### config.mk
export PLATFORM = sky130hd
export DESIGN_NAME = keypad_shot_entry
export DESIGN_NICKNAME = d
export VERILOG_FILES = /design/src/rtl/keypad_shot_entry.sv
export SDC_FILE = /design/constraint.sdc
export NUM_CORES = 1
export LEC_CHECK = 0
export ABC_AREA = 1
export BUFFER_PORTS_ARGS = -buffer_cell sky130_fd_sc_hd__buf_2
export CORE_ASPECT_RATIO = 1.5
export CORE_MARGIN = 1.5
export CORE_UTILIZATION = 59
export CTS_CLUSTER_DIAMETER = 60
export DETAILED_ROUTE_END_ITERATION = 8
export PLACE_DENSITY = 0.82
export SYNTH_ARGS = -nofsm -noshare
export SYNTH_HDL_FRONTEND = slang
export SYNTH_SLANG_ARGS = --single-unit
### constraint.sdc
create_clock -name clk -period 1.9 [get_ports clk]
set_input_delay 0.38 -clock clk [delete_from_list [all_inputs] [get_ports clk]]
set_output_delay 0.38 -clock clk [all_outputs]
set_load 0.03 [all_outputs]
### src/rtl/keypad_shot_entry.sv
// Keypad shot entry: debounces the held keypad code into discrete presses and
// runs a row/confirm/column/confirm protocol to present a (row, col) shot.
//
//  state    | meaning
//  ---------+---------------------------------------------------------------
//  ARM      | wait for first stable code after reset; absorb it, no press
//  WAIT_ROW | waiting for row digit (F/E ignored)
//  CONF_ROW | row held; F confirms, digit replaces, E clears
//  WAIT_COL | waiting for column digit; E clears, F is an error
//  CONF_COL | column held; F issues, digit replaces, E clears
//  ISSUE    | shot presented; presses swallowed until accepted
module keypad_shot_entry #(
  parameter int STABLE_CYCLES = 1_000_000,
  parameter int GRID_MAX      = 7
) (
  input  logic       clk,
  input  logic       rst_n,
  input  logic [3:0] key,
  input  logic       shot_ready,
  output logic [2:0] shot_row,
  output logic [2:0] shot_col,
  output logic       shot_valid,
  output logic [2:0] entry_phase,
  output logic       err
);

  localparam int              CW      = $clog2(STABLE_CYCLES + 1);
  localparam logic [CW-1:0]   CNT_TC  = CW'(STABLE_CYCLES - 1);
  localparam logic [3:0]      DIG_MAX = 4'(GRID_MAX);
  localparam logic [3:0]      KEY_F   = 4'hF;
  localparam logic [3:0]      KEY_E   = 4'hE;

  typedef enum logic [2:0] {
    ARM      = 3'd0,
    WAIT_ROW = 3'd1,
    CONF_ROW = 3'd2,
    WAIT_COL = 3'd3,
    CONF_COL = 3'd4,
    ISSUE    = 3'd5
  } state_t;

  state_t        state, state_nxt;
  logic [3:0]    cand, last_acc;
  logic [CW-1:0] cnt;
  logic          stable, press, arm_done;
  logic          is_digit, is_f, is_e;
  logic [2:0]    row_nxt, col_nxt;
  logic          err_nxt;

  // A code counts once it has sat unchanged for STABLE_CYCLES samples.
  assign stable   = (key == cand) && (cnt == CNT_TC);
  assign arm_done = stable && (state == ARM);
  assign press    = stable && (cand != last_acc) && (state != ARM);

  assign is_digit = (cand <= DIG_MAX);
  assign is_f     = (cand == KEY_F);
  assign is_e     = (cand == KEY_E);

  always_ff @(posedge clk or negedge rst_n) begin
    if (!rst_n) begin
      cand     <= '0;
      cnt      <= '0;
      last_acc <= '0;
    end else begin
      if (key != cand) begin
        cand <= key;
        cnt  <= '0;
      end else if (cnt != CNT_TC) begin
        cnt <= cnt + 1'b1;
      end
      if (arm_done || press)
        last_acc <= cand;
    end
  end

  always_ff @(posedge clk or negedge rst_n) begin
    if (!rst_n) begin
      state    <= ARM;
      shot_row <= '0;
      shot_col <= '0;
      err      <= 1'b0;
    end else begin
      state    <= state_nxt;
      shot_row <= row_nxt;
      shot_col <= col_nxt;
      err      <= err_nxt;
    end
  end

  always_comb begin
    state_nxt = state;
    row_nxt   = shot_row;
    col_nxt   = shot_col;
    err_nxt   = 1'b0;
    case (state)
      ARM: begin
        if (arm_done)
          state_nxt = WAIT_ROW;
      end
      WAIT_ROW: begin
        if (press) begin
          if (is_digit) begin
            row_nxt   = cand[2:0];
            state_nxt = CONF_ROW;
          end else if (!is_f && !is_e) begin
            err_nxt = 1'b1;
          end
        end
      end
      CONF_ROW: begin
        if (press) begin
          if (is_digit) begin
            row_nxt = cand[2:0];
          end else if (is_f) begin
            state_nxt = WAIT_COL;
          end else if (is_e) begin
            row_nxt   = '0;
            col_nxt   = '0;
            state_nxt = WAIT_ROW;
          end else begin
            err_nxt = 1'b1;
          end
        end
      end
      WAIT_COL: begin
        if (press) begin
          if (is_digit) begin
            col_nxt   = cand[2:0];
            state_nxt = CONF_COL;
          end else if (is_e) begin
            row_nxt   = '0;
            col_nxt   = '0;
            state_nxt = WAIT_ROW;
          end else begin
            err_nxt = 1'b1;
          end
        end
      end
      CONF_COL: begin
        if (press) begin
          if (is_digit) begin
            col_nxt = cand[2:0];
          end else if (is_f) begin
            state_nxt = ISSUE;
          end else if (is_e) begin
            row_nxt   = '0;
            col_nxt   = '0;
            state_nxt = WAIT_ROW;
          end else begin
            err_nxt = 1'b1;
          end
        end
      end
      ISSUE: begin
        // Row/col stay frozen; any press here is absorbed via last_acc only.
        if (shot_ready)
          state_nxt = WAIT_ROW;
      end
      default: state_nxt = ARM;
    endcase
  end

  assign shot_valid  = (state == ISSUE);
  assign entry_phase = state;

endmodule

==> results_dict.tcl, run 1 <==
set metrics [dict create \
    status "finished, final reports clean" \
    use_met2 0.498 \
    cts_tree "done" \
    numCtsBuffers 5 \
    register_area_um2 951 \
    p_per_area_mw_per_mm2 583 \
    finalMaxSlewViolations 0 \
    place_congestion 0.885 \
    root_buffer "clkbuf_8" \
    avgViaCountPerCell 5.51 \
    max_freq_mhz 573 \
    maxCapViolCount 0 \
    crit_family "simple AND/OR/NAND/NOR gates" \
    die_x_um 53.7 \
    clk_pin_slew_ns 0.08 \
    crit_slowest_cell "dfrtp_1" \
    num_antenna_cells 0 \
    worst-path-buf-inv 0 \
    worst_slack_ns 0.154 \
    start_util 0.618 \
    worstSetupPathType "flip-flop to flip-flop" \
    grt_pass1_vias 1969 \
    hold_viol 0 \
    rows 27 \
    syn_to_final_growth_pct 12.0 \
    antenna_found_initial 0 \
    nets 335 \
    fin_setup_tns_ns 0 \
    rsz0062_at_grt "no" \
    hpwl_um 3990 \
    multiInputGateArea_mm2 0.00116 \
    synthesis.nets 311 \
    first_iter_violations 93 \
    synthFlopType "dfrtp_1" \
    grt_start_max_net_pins 21 \
    worstSetupEndpointType "flip-flop" \
    ys_types 34 \
    insertion_delay_ns 0.28 \
    met1_usage 0.291 \
    yosys_warnings 0 \
    synthCells 303 \
    overflow 0 \
    routed_wl_um 5120 \
    met3_usage 0.0432 \
    cts_hold_buf 0 \
    port_buffers 17 \
    hp-class "input port to asynchronous set/reset pin" \
    max_stage_delay_ns 0.44 \
    chipHeight_um 79.1 \
    via_count 2043 \
    crit_fanout 6 \
    io_pins 18 \
    drive_gt1_frac 0.168 \
    worst_ep_arrival_time_ns 1.96 \
    cp.required_ns 2.12 \
    grt_pass1_wl_um 8440 \
    dpl_worst_slack_ns 0.112 \
    ir_drop_mv 0.749 \
    dieArea_mm2 0.00425 \
    final_common_cell "nand2_1" \
    num-fill-cells 300 \
    drt_pre_antenna_iters 4 \
    drcViolationCount 0 \
    cts.htree.levels 2 \
    setup_viol 0 \
    fin_worst_skew_ns 0.00421 \
    tightest_slew_ns 0.442 \
    ant_nets 0 \
    yosysSeqAreaShare 0.418 \
    track_usage 0.270 \
    period_needed_ns 1.75 \
    routedWlPerCell_um 13.8 \
    synth-edff-count 0 \
    busiest_layer "met2" \
    async_flop_share 1.00 \
    cts_sinks 38 \
    synth_area_per_cell_um2 7.51 \
    leakage_uw 0.00125 \
    critPathLaunchType "flip-flop" \
    path_cells "ha_1 > nand3_2 > nor2_2 > nand2_1 > nor2_2 > nand2_2 > nor2_1 > a21oi_1 > nor2_1" \
    utilization 0.692 \
    core_area_mm2 0.00368 \
    syn_area_mm2 0.00228 \
    placed_area_mm2 0.00244 \
    fin_area_mm2 0.00255 \
    slew_headroom 0.705 \
    max-clock-path-buffers 2 \
    final_cell_mix "nand2_1 (80), nor2_1 (38), dfrtp_1 (38), inv_1 (28), nand3_1 (25)" \
    ys_ff_latch 38 \
    period_share 0.919 \
]
==> cells by family (layout without fill, tap and decap cells) <==
group / count (synthesis) / after routing / share of synthesized area
buffers and inverters: 41 / 66 / 0.0731
AO/OA/AOI/OAI: 28 / 28 / 0.0742
adder cells (fa/ha/maj): 1 / 1 / 0.00550
flip-flops: 38 / 38 / 0.418
AND/OR/NAND/NOR: 178 / 178 / 0.364
XOR/XNOR: 17 / 17 / 0.0654
==> final timing paths <==
kind                        startpoint           to  slack (ns)  cells after the start
max                             cnt[0]      cnt[16]        0.15                      9
min                              rst_n      cnt[10]        0.03                      1
max reg2reg                     cnt[0]      cnt[16]        0.15                      9
min reg2reg                shot_col[0]  shot_col[0]        0.50                      2
max in group asynchronous        rst_n  shot_row[0]        1.42                      2
min in group clk                key[3]      cand[3]        0.22                      1
==> registers in the layout (all words and copies together), names as in the netlist <==
register / cells
cand: 4
cnt: 20
entry_phase: 3
err: 1
last_acc: 4
shot_col: 3
shot_row: 3
==> repair_timing <==
item	4_1_cts	5_1_grt
buffers inserted	0	1
endpoints found under the setup margin	0	13
gates resized for setup	0	1
==> area by class of cell <==
type	count	share of cell area
clock buffer	6	0.0324
clock inverter	2	0.00491
inverter	31	0.0456
multi-input combinational	224	0.455
sequential	38	0.373
tap	43	0.0211
timing repair buffer	27	0.0677
==> power by group <==
part	internal (µW)	total [µW]	leakage, µW	switching (µW)
Clock	292	576	0.0000472	284
Sequential	814	821	0.000522	7.47
Combinational	31.9	89.7	0.000678	57.8
==> Yosys cell counts, types with 3 or more instances <==
master,instances,area (µm²)
dfrtp_1,38,951
nor3_1,7,35.0
nor2_1,39,146
xnor2_1,4,35.0
o21ai_1,4,20.0
nand3_1,25,125
xor2_1,13,114
o21ai_0,13,65.1
nor2_4,3,33.8
inv_1,28,105
nand4_1,8,50.1
nand2_1,80,300
clkbuf_1,4,15.0
nand2_2,4,25.0
nor3_2,3,30.0
a21oi_1,4,20.0
o211ai_1,3,22.5
==> metrics by stage <==
| step | cells | power [µW] | hold WS [ns] |
|---|---|---|---|
| 6_report | 371 | 1490 | 0.0279 |
| 5_1_grt | 371 | 1550 | 0.0583 |
| 4_1_cts | 370 | 1500 | 0.0402 |
| 3_5_place_dp | 362 | 928 | 0.354 |
| 3_3_place_gp | 362 | 927 | 0.350 |
| 2_1_floorplan | 303 | 887 | 0.0844 |
==> per-layer routing <==
| metal | part of all wire | vias up |
|---|---|---|
| met5 | 0 | - |
| met4 | 0.019 | 0 |
| met1 | 0.40 | 963 |
| met3 | 0.024 | 10 |
| met2 | 0.55 | 48 |
| li1 | - | 1022 |
Power figures use the tool's default switching activity.
==> run 2, diff against run 1 <==
--- a/config.mk
+++ b/config.mk
@@ -13,6 +13,7 @@
 export CTS_CLUSTER_DIAMETER = 60
 export DETAILED_ROUTE_END_ITERATION = 8
 export PLACE_DENSITY = 0.82
+export SETUP_SLACK_MARGIN = 0.5
 export SYNTH_ARGS = -nofsm -noshare
 export SYNTH_HDL_FRONTEND = slang
 export SYNTH_SLANG_ARGS = --single-unit
==> results_dict.tcl, run 2 (synthesis gave the netlist of run 1 again) <==
set metrics [dict create \
    status "finished, final reports clean" \
    worstSetupPathType "flip-flop to flip-flop" \
    period_needed_ns 1.58 \
    finalPower_uw 1500 \
    num_antenna_cells 0 \
    cts.htree.levels 2 \
    final_cell_mix "nand2_1 (71), buf_4 (31), dfrtp_1 (30), nor2_1 (26), nand3_1 (22)" \
    cp.required_ns 2.08 \
    ir_drop_mv 0.461 \
    clkPwrFrac 0.382 \
    place_congestion 0.895 \
    final_common_cell "nand2_1" \
    routed_wl_um 6410 \
    drive_gt1_frac 0.362 \
    finalMaxSlewViolations 0 \
    regMostFlops "cnt" \
    critPathLaunchType "flip-flop" \
    swShare 0.235 \
    routedWlPerCell_um 16.1 \
    fin_worst_skew_ns 0.00838 \
    fin_area_mm2 0.00294 \
    cts_tree "done" \
    worstSetupEndpointType "flip-flop" \
    worst_slack_ns 0.320 \
    cts_hold_buf 0 \
    chipHeight_um 79.1 \
    die_x_um 53.7 \
    largest_reg_flops 20 \
    overflow 0 \
    insertion_delay_ns 0.29 \
    utilization 0.799 \
    first_iter_violations 73 \
    clk_pin_slew_ns 0.08 \
    hold_viol 0 \
    leakage_uw 0.00141 \
    biggestRegsByFlops "cnt x20, cand x4, last_acc x4" \
    root_buffer "clkbuf_8" \
    core_area_mm2 0.00368 \
    drcViolationCount 0 \
    start_util 0.618 \
    p_seq_frac 0.548 \
    numCtsBuffers 5 \
    p_int_uw 1150 \
    dpl_worst_slack_ns 0.176 \
    nets 361 \
    drt_pre_antenna_iters 4 \
    io_pins 18 \
    maxCapViolCount 0 \
    crit_fanout 5 \
    p_sw_uw 352 \
    grt_pass1_wl_um 10100 \
    setup_viol 0 \
    max_freq_mhz 633 \
    via_count 2273 \
    p_per_area_mw_per_mm2 510 \
    hpwl_um 4120 \
    rsz0062_at_grt "yes" \
    port_buffers 17 \
    rows 27 \
    worst_ep_arrival_time_ns 1.76 \
    hp-class "input port to asynchronous set/reset pin" \
    syn_to_final_growth_pct 29.2 \
    num-fill-cells 244 \
    period_share 0.832 \
    power_frac_comb 0.069 \
    ant_nets 0 \
    track_usage 0.325 \
    slew_headroom 0.703 \
    antenna_found_initial 0 \
    fin_setup_tns_ns 0 \
    tightest_slew_ns 0.445 \
    grt_start_max_net_pins 21 \
    placed_area_mm2 0.00246 \
    avgViaCountPerCell 5.73 \
    dieArea_mm2 0.00425 \
    max-clock-path-buffers 2 \
    cts_sinks 38 \
    grt_pass1_vias 2329 \
]
## run 2: changes by cell type in the layout (fill, tap and decap cells not counted), sizes merged
cell and change:
nand2 +1, buf +24, clkinvlp -1, clkinv +1, clkbuf +1
## run 2: layout make-up
type / instances / area, µm² / share of cell area
Sequential cell: 38 / 961 / 0.327
Tap cell: 43 / 53.8 / 0.0183
Inverter: 31 / 118 / 0.0400
Timing Repair Buffer: 51 / 367 / 0.125
Timing Repair inverter: 1 / 3.75 / 0.00128
Clock buffer: 7 / 86.3 / 0.0294
Multi-Input combinational cell: 225 / 1350 / 0.458
Clock inverter: 1 / 5.00 / 0.00170
## run 2: routing by layer
metal / wire length, µm / global-route usage / part of all wire
met1: 2300 / 0.316 / 0.36
met2: 3620 / 0.610 / 0.56
met3: 208 / 0.0508 / 0.032
met4: 284 / 0.174 / 0.044
met5: 0 / 0 / 0
## run 2: worst paths after layout
| check | depth (start not counted) | end | slack, ns | startpoint |
|---|---|---|---|---|
| min in group clk | 1 | cand[3] | 0.22 | key[3] |
| worst min-delay path | 1 | cnt[9] | 0.02 | rst_n |
| worst max-delay path | 10 | entry_phase[0] | 0.32 | cnt[0] |
| worst max register to register | 10 | entry_phase[0] | 0.32 | cnt[0] |
| worst min register to register | 2 | shot_col[2] | 0.47 | shot_col[2] |
| max in group asynchronous | 2 | entry_phase[0] | 1.41 | rst_n |
## run 2: timing repair
action	4_1_cts	5_1_grt
resized for setup	35	25
cloned	2	0
pin swaps	15	13
setup buffers	22	6
endpoints found under the setup margin	35	36
## run 2: worst max-delay path, stage by stage, from the launching register on
cell and delay, ns:
dfrtp_2 0.39, ha_4 0.16, nand3_4 0.10, inv_2 0.07
nand3_2 0.09, nor2_4 0.17, nand3_4 0.16, nand2_4 0.14
nand3_2 0.07, nand2_1 0.06, nand2_1 0.06
## run 2: per-stage QoR
step,instances,hold slack [ns]
floorplan,303,0.0844
global placement,359,0.347
detailed placement,359,0.344
CTS,391,0.0351
global route,397,0.0579
finish,397,0.0218
## run 2: power groups by stage
stage	Sequential, µW	Combinational (µW)	Clock (µW)
3_5_place_dp	839	85.9	0
5_1_grt	822	117	614
2_1_floorplan	832	56.8	0
6_report	822	104	573
3_3_place_gp	839	85.2	0
4_1_cts	822	99.9	577
==> run 3, diff against run 2 <==
--- a/config.mk
+++ b/config.mk
@@ -9,10 +9,10 @@
 export BUFFER_PORTS_ARGS = -buffer_cell sky130_fd_sc_hd__buf_2
 export CORE_ASPECT_RATIO = 1.5
 export CORE_MARGIN = 1.5
-export CORE_UTILIZATION = 59
+export CORE_UTILIZATION = 54
 export CTS_CLUSTER_DIAMETER = 60
 export DETAILED_ROUTE_END_ITERATION = 8
-export PLACE_DENSITY = 0.82
+export PLACE_DENSITY = 0.79
 export SETUP_SLACK_MARGIN = 0.5
 export SYNTH_ARGS = -nofsm -noshare
 export SYNTH_HDL_FRONTEND = slang
==> constraint.sdc (replaced) <==
create_clock -name clk -period 1.4 [get_ports clk]
set_input_delay 0.28 -clock clk [delete_from_list [all_inputs] [get_ports clk]]
set_output_delay 0.28 -clock clk [all_outputs]
set_load 0.03 [all_outputs]
==> results_dict.tcl, run 3 (synthesis gave the netlist of run 1 again) <==
set metrics [dict create \
    fin_setup_tns_ns -7.00 \
    core_area_mm2 0.00399 \
    hold_viol 16 \
    period_share 1.26 \
    ir_drop_mv 0.657 \
    hpwl_um 4640 \
    dpl_worst_slack_ns -0.205 \
    ant_nets 0 \
    clk_pin_slew_ns 0.08 \
    first_iter_violations 257 \
    final_common_cell "buf_4" \
    place_congestion 0.915 \
    overflow 0 \
    finalPower_uw 2250 \
    rows 28 \
    chipHeight_um 82.5 \
    status "finished with violations" \
    failed_checks "hold timing, setup timing" \
    maxCapViolCount 0 \
    p_per_area_mw_per_mm2 606 \
    worst_ep_arrival_time_ns 1.93 \
    start_util 0.570 \
    critPathLaunchType "flip-flop" \
    io_pins 18 \
    hold_ws_ns -0.0785 \
    tightest_slew_ns 0.448 \
    grt_pass1_vias 2892 \
    max-clock-path-buffers 2 \
    biggestRegsByFlops "cnt x20, cand x4, last_acc x4" \
    crit_fanout 4 \
    port_buffers 17 \
    cts_tree "done" \
    syn_to_final_growth_pct 62.8 \
    rsz0062_at_grt "yes" \
    drt_pre_antenna_iters 5 \
    worstSetupPathType "flip-flop to flip-flop" \
    routedWlPerCell_um 20.4 \
    worst_slack_ns -0.365 \
    hp-class "input port to asynchronous set/reset pin" \
    cts.htree.levels 2 \
    avgViaCountPerCell 6.10 \
    instances_no_fill 462 \
    numCtsBuffers 5 \
    p_seq_frac 0.495 \
    num_antenna_cells 0 \
    dieArea_mm2 0.00462 \
    drcViolationCount 0 \
    worstSetupEndpointType "flip-flop" \
    track_usage 0.374 \
    period_needed_ns 1.76 \
    root_buffer "clkbuf_8" \
    grt_start_max_net_pins 23 \
    insertion_delay_ns 0.29 \
    regMostFlops "cnt" \
    cts_sinks 38 \
    routed_wl_um 9410 \
    p_sw_uw 528 \
    max_freq_mhz 567 \
    fin_worst_skew_ns 0.00487 \
    via_count 2820 \
    finalMaxSlewViolations 0 \
    clkPwrFrac 0.416 \
    placed_cells 421 \
    cp.required_ns 1.56 \
    die_x_um 56.0 \
    grt_pass1_wl_um 13100 \
    setup_viol 33 \
    slew_headroom 0.699 \
    antenna_found_initial 0 \
    nets 424 \
    final_cell_mix "buf_4 (75), nand2_1 (67), dfrtp_1 (34), buf_6 (30), nor2_1 (27)" \
    power_frac_comb 0.089 \
    largest_reg_flops 20 \
    drive_gt1_frac 0.477 \
    p_int_uw 1720 \
    leakage_uw 0.00183 \
    swShare 0.235 \
]
run 3: power by group through the flow:
stage          clock (µW)  combinational (µW)  sequential (µW)
4_1_cts               919                 178             1110
3_3_place_gp            0                 155             1130
3_5_place_dp            0                 158             1130
5_1_grt               979                 212             1110
2_1_floorplan           0                78.8             1130
6_report              936                 199             1110
run 3: timing repair:
item                                    4_1_cts  5_1_grt
gates cloned                                  2        0
pin swaps                                    21       20
endpoints found under the setup margin       45       45
buffers inserted                             23        8
gates resized for setup                      77       41
hold endpoints to repair                     16       16
run 3: area by class of cell:
type                    count  area, µm²
well taps                  45       56.3
clock buffers               7       76.3
inverters                  31        133
clock inverters             1       30.0
multi-input cells         225       1470
fillers                   139        288
repair buffers            114        986
repair inverters            1       3.75
flip-flops and latches     38        956
run 3: worst paths after layout:
path / slack (ns) / end / cells past startpoint / start
worst min register to register: 0.53 / last_acc[1] / 2 / last_acc[1]
worst max-delay path: -0.36 / cnt[16] / 8 / cnt[0]
min in group clk: 0.12 / cand[2] / 1 / key[2]
worst min-delay path: -0.08 / cnt[10] / 1 / rst_n
worst max register to register: -0.36 / cnt[16] / 8 / cnt[0]
max in group asynchronous: 0.99 / entry_phase[1] / 2 / rst_n
run 3: per-layer routing:
metal	part of all wire	track usage	vias up
li1	-	-	1205
met1	0.32	0.331	1326
met2	0.54	0.734	211
met3	0.063	0.0592	78
met4	0.079	0.302	0
met5	0	0	-
run 3: per-stage QoR:
step | instance area (µm²) | utilization
after detailed placement | 2940 | 0.736
after CTS | 3500 | 0.875
after global placement | 2940 | 0.736
after floorplan | 2330 | -
final | 3710 | 0.928
after global routing | 3710 | 0.928
run 3: critical path, cell delays in order (launching register included):
cell and delay (ns):
dfrtp_1 0.41, ha_4 0.17, nand3_4 0.10, nor2_2 0.17, nand2_2 0.10, nor2_4 0.15, nand2_2 0.12, o21ai_0 0.29
nor2_1 0.13
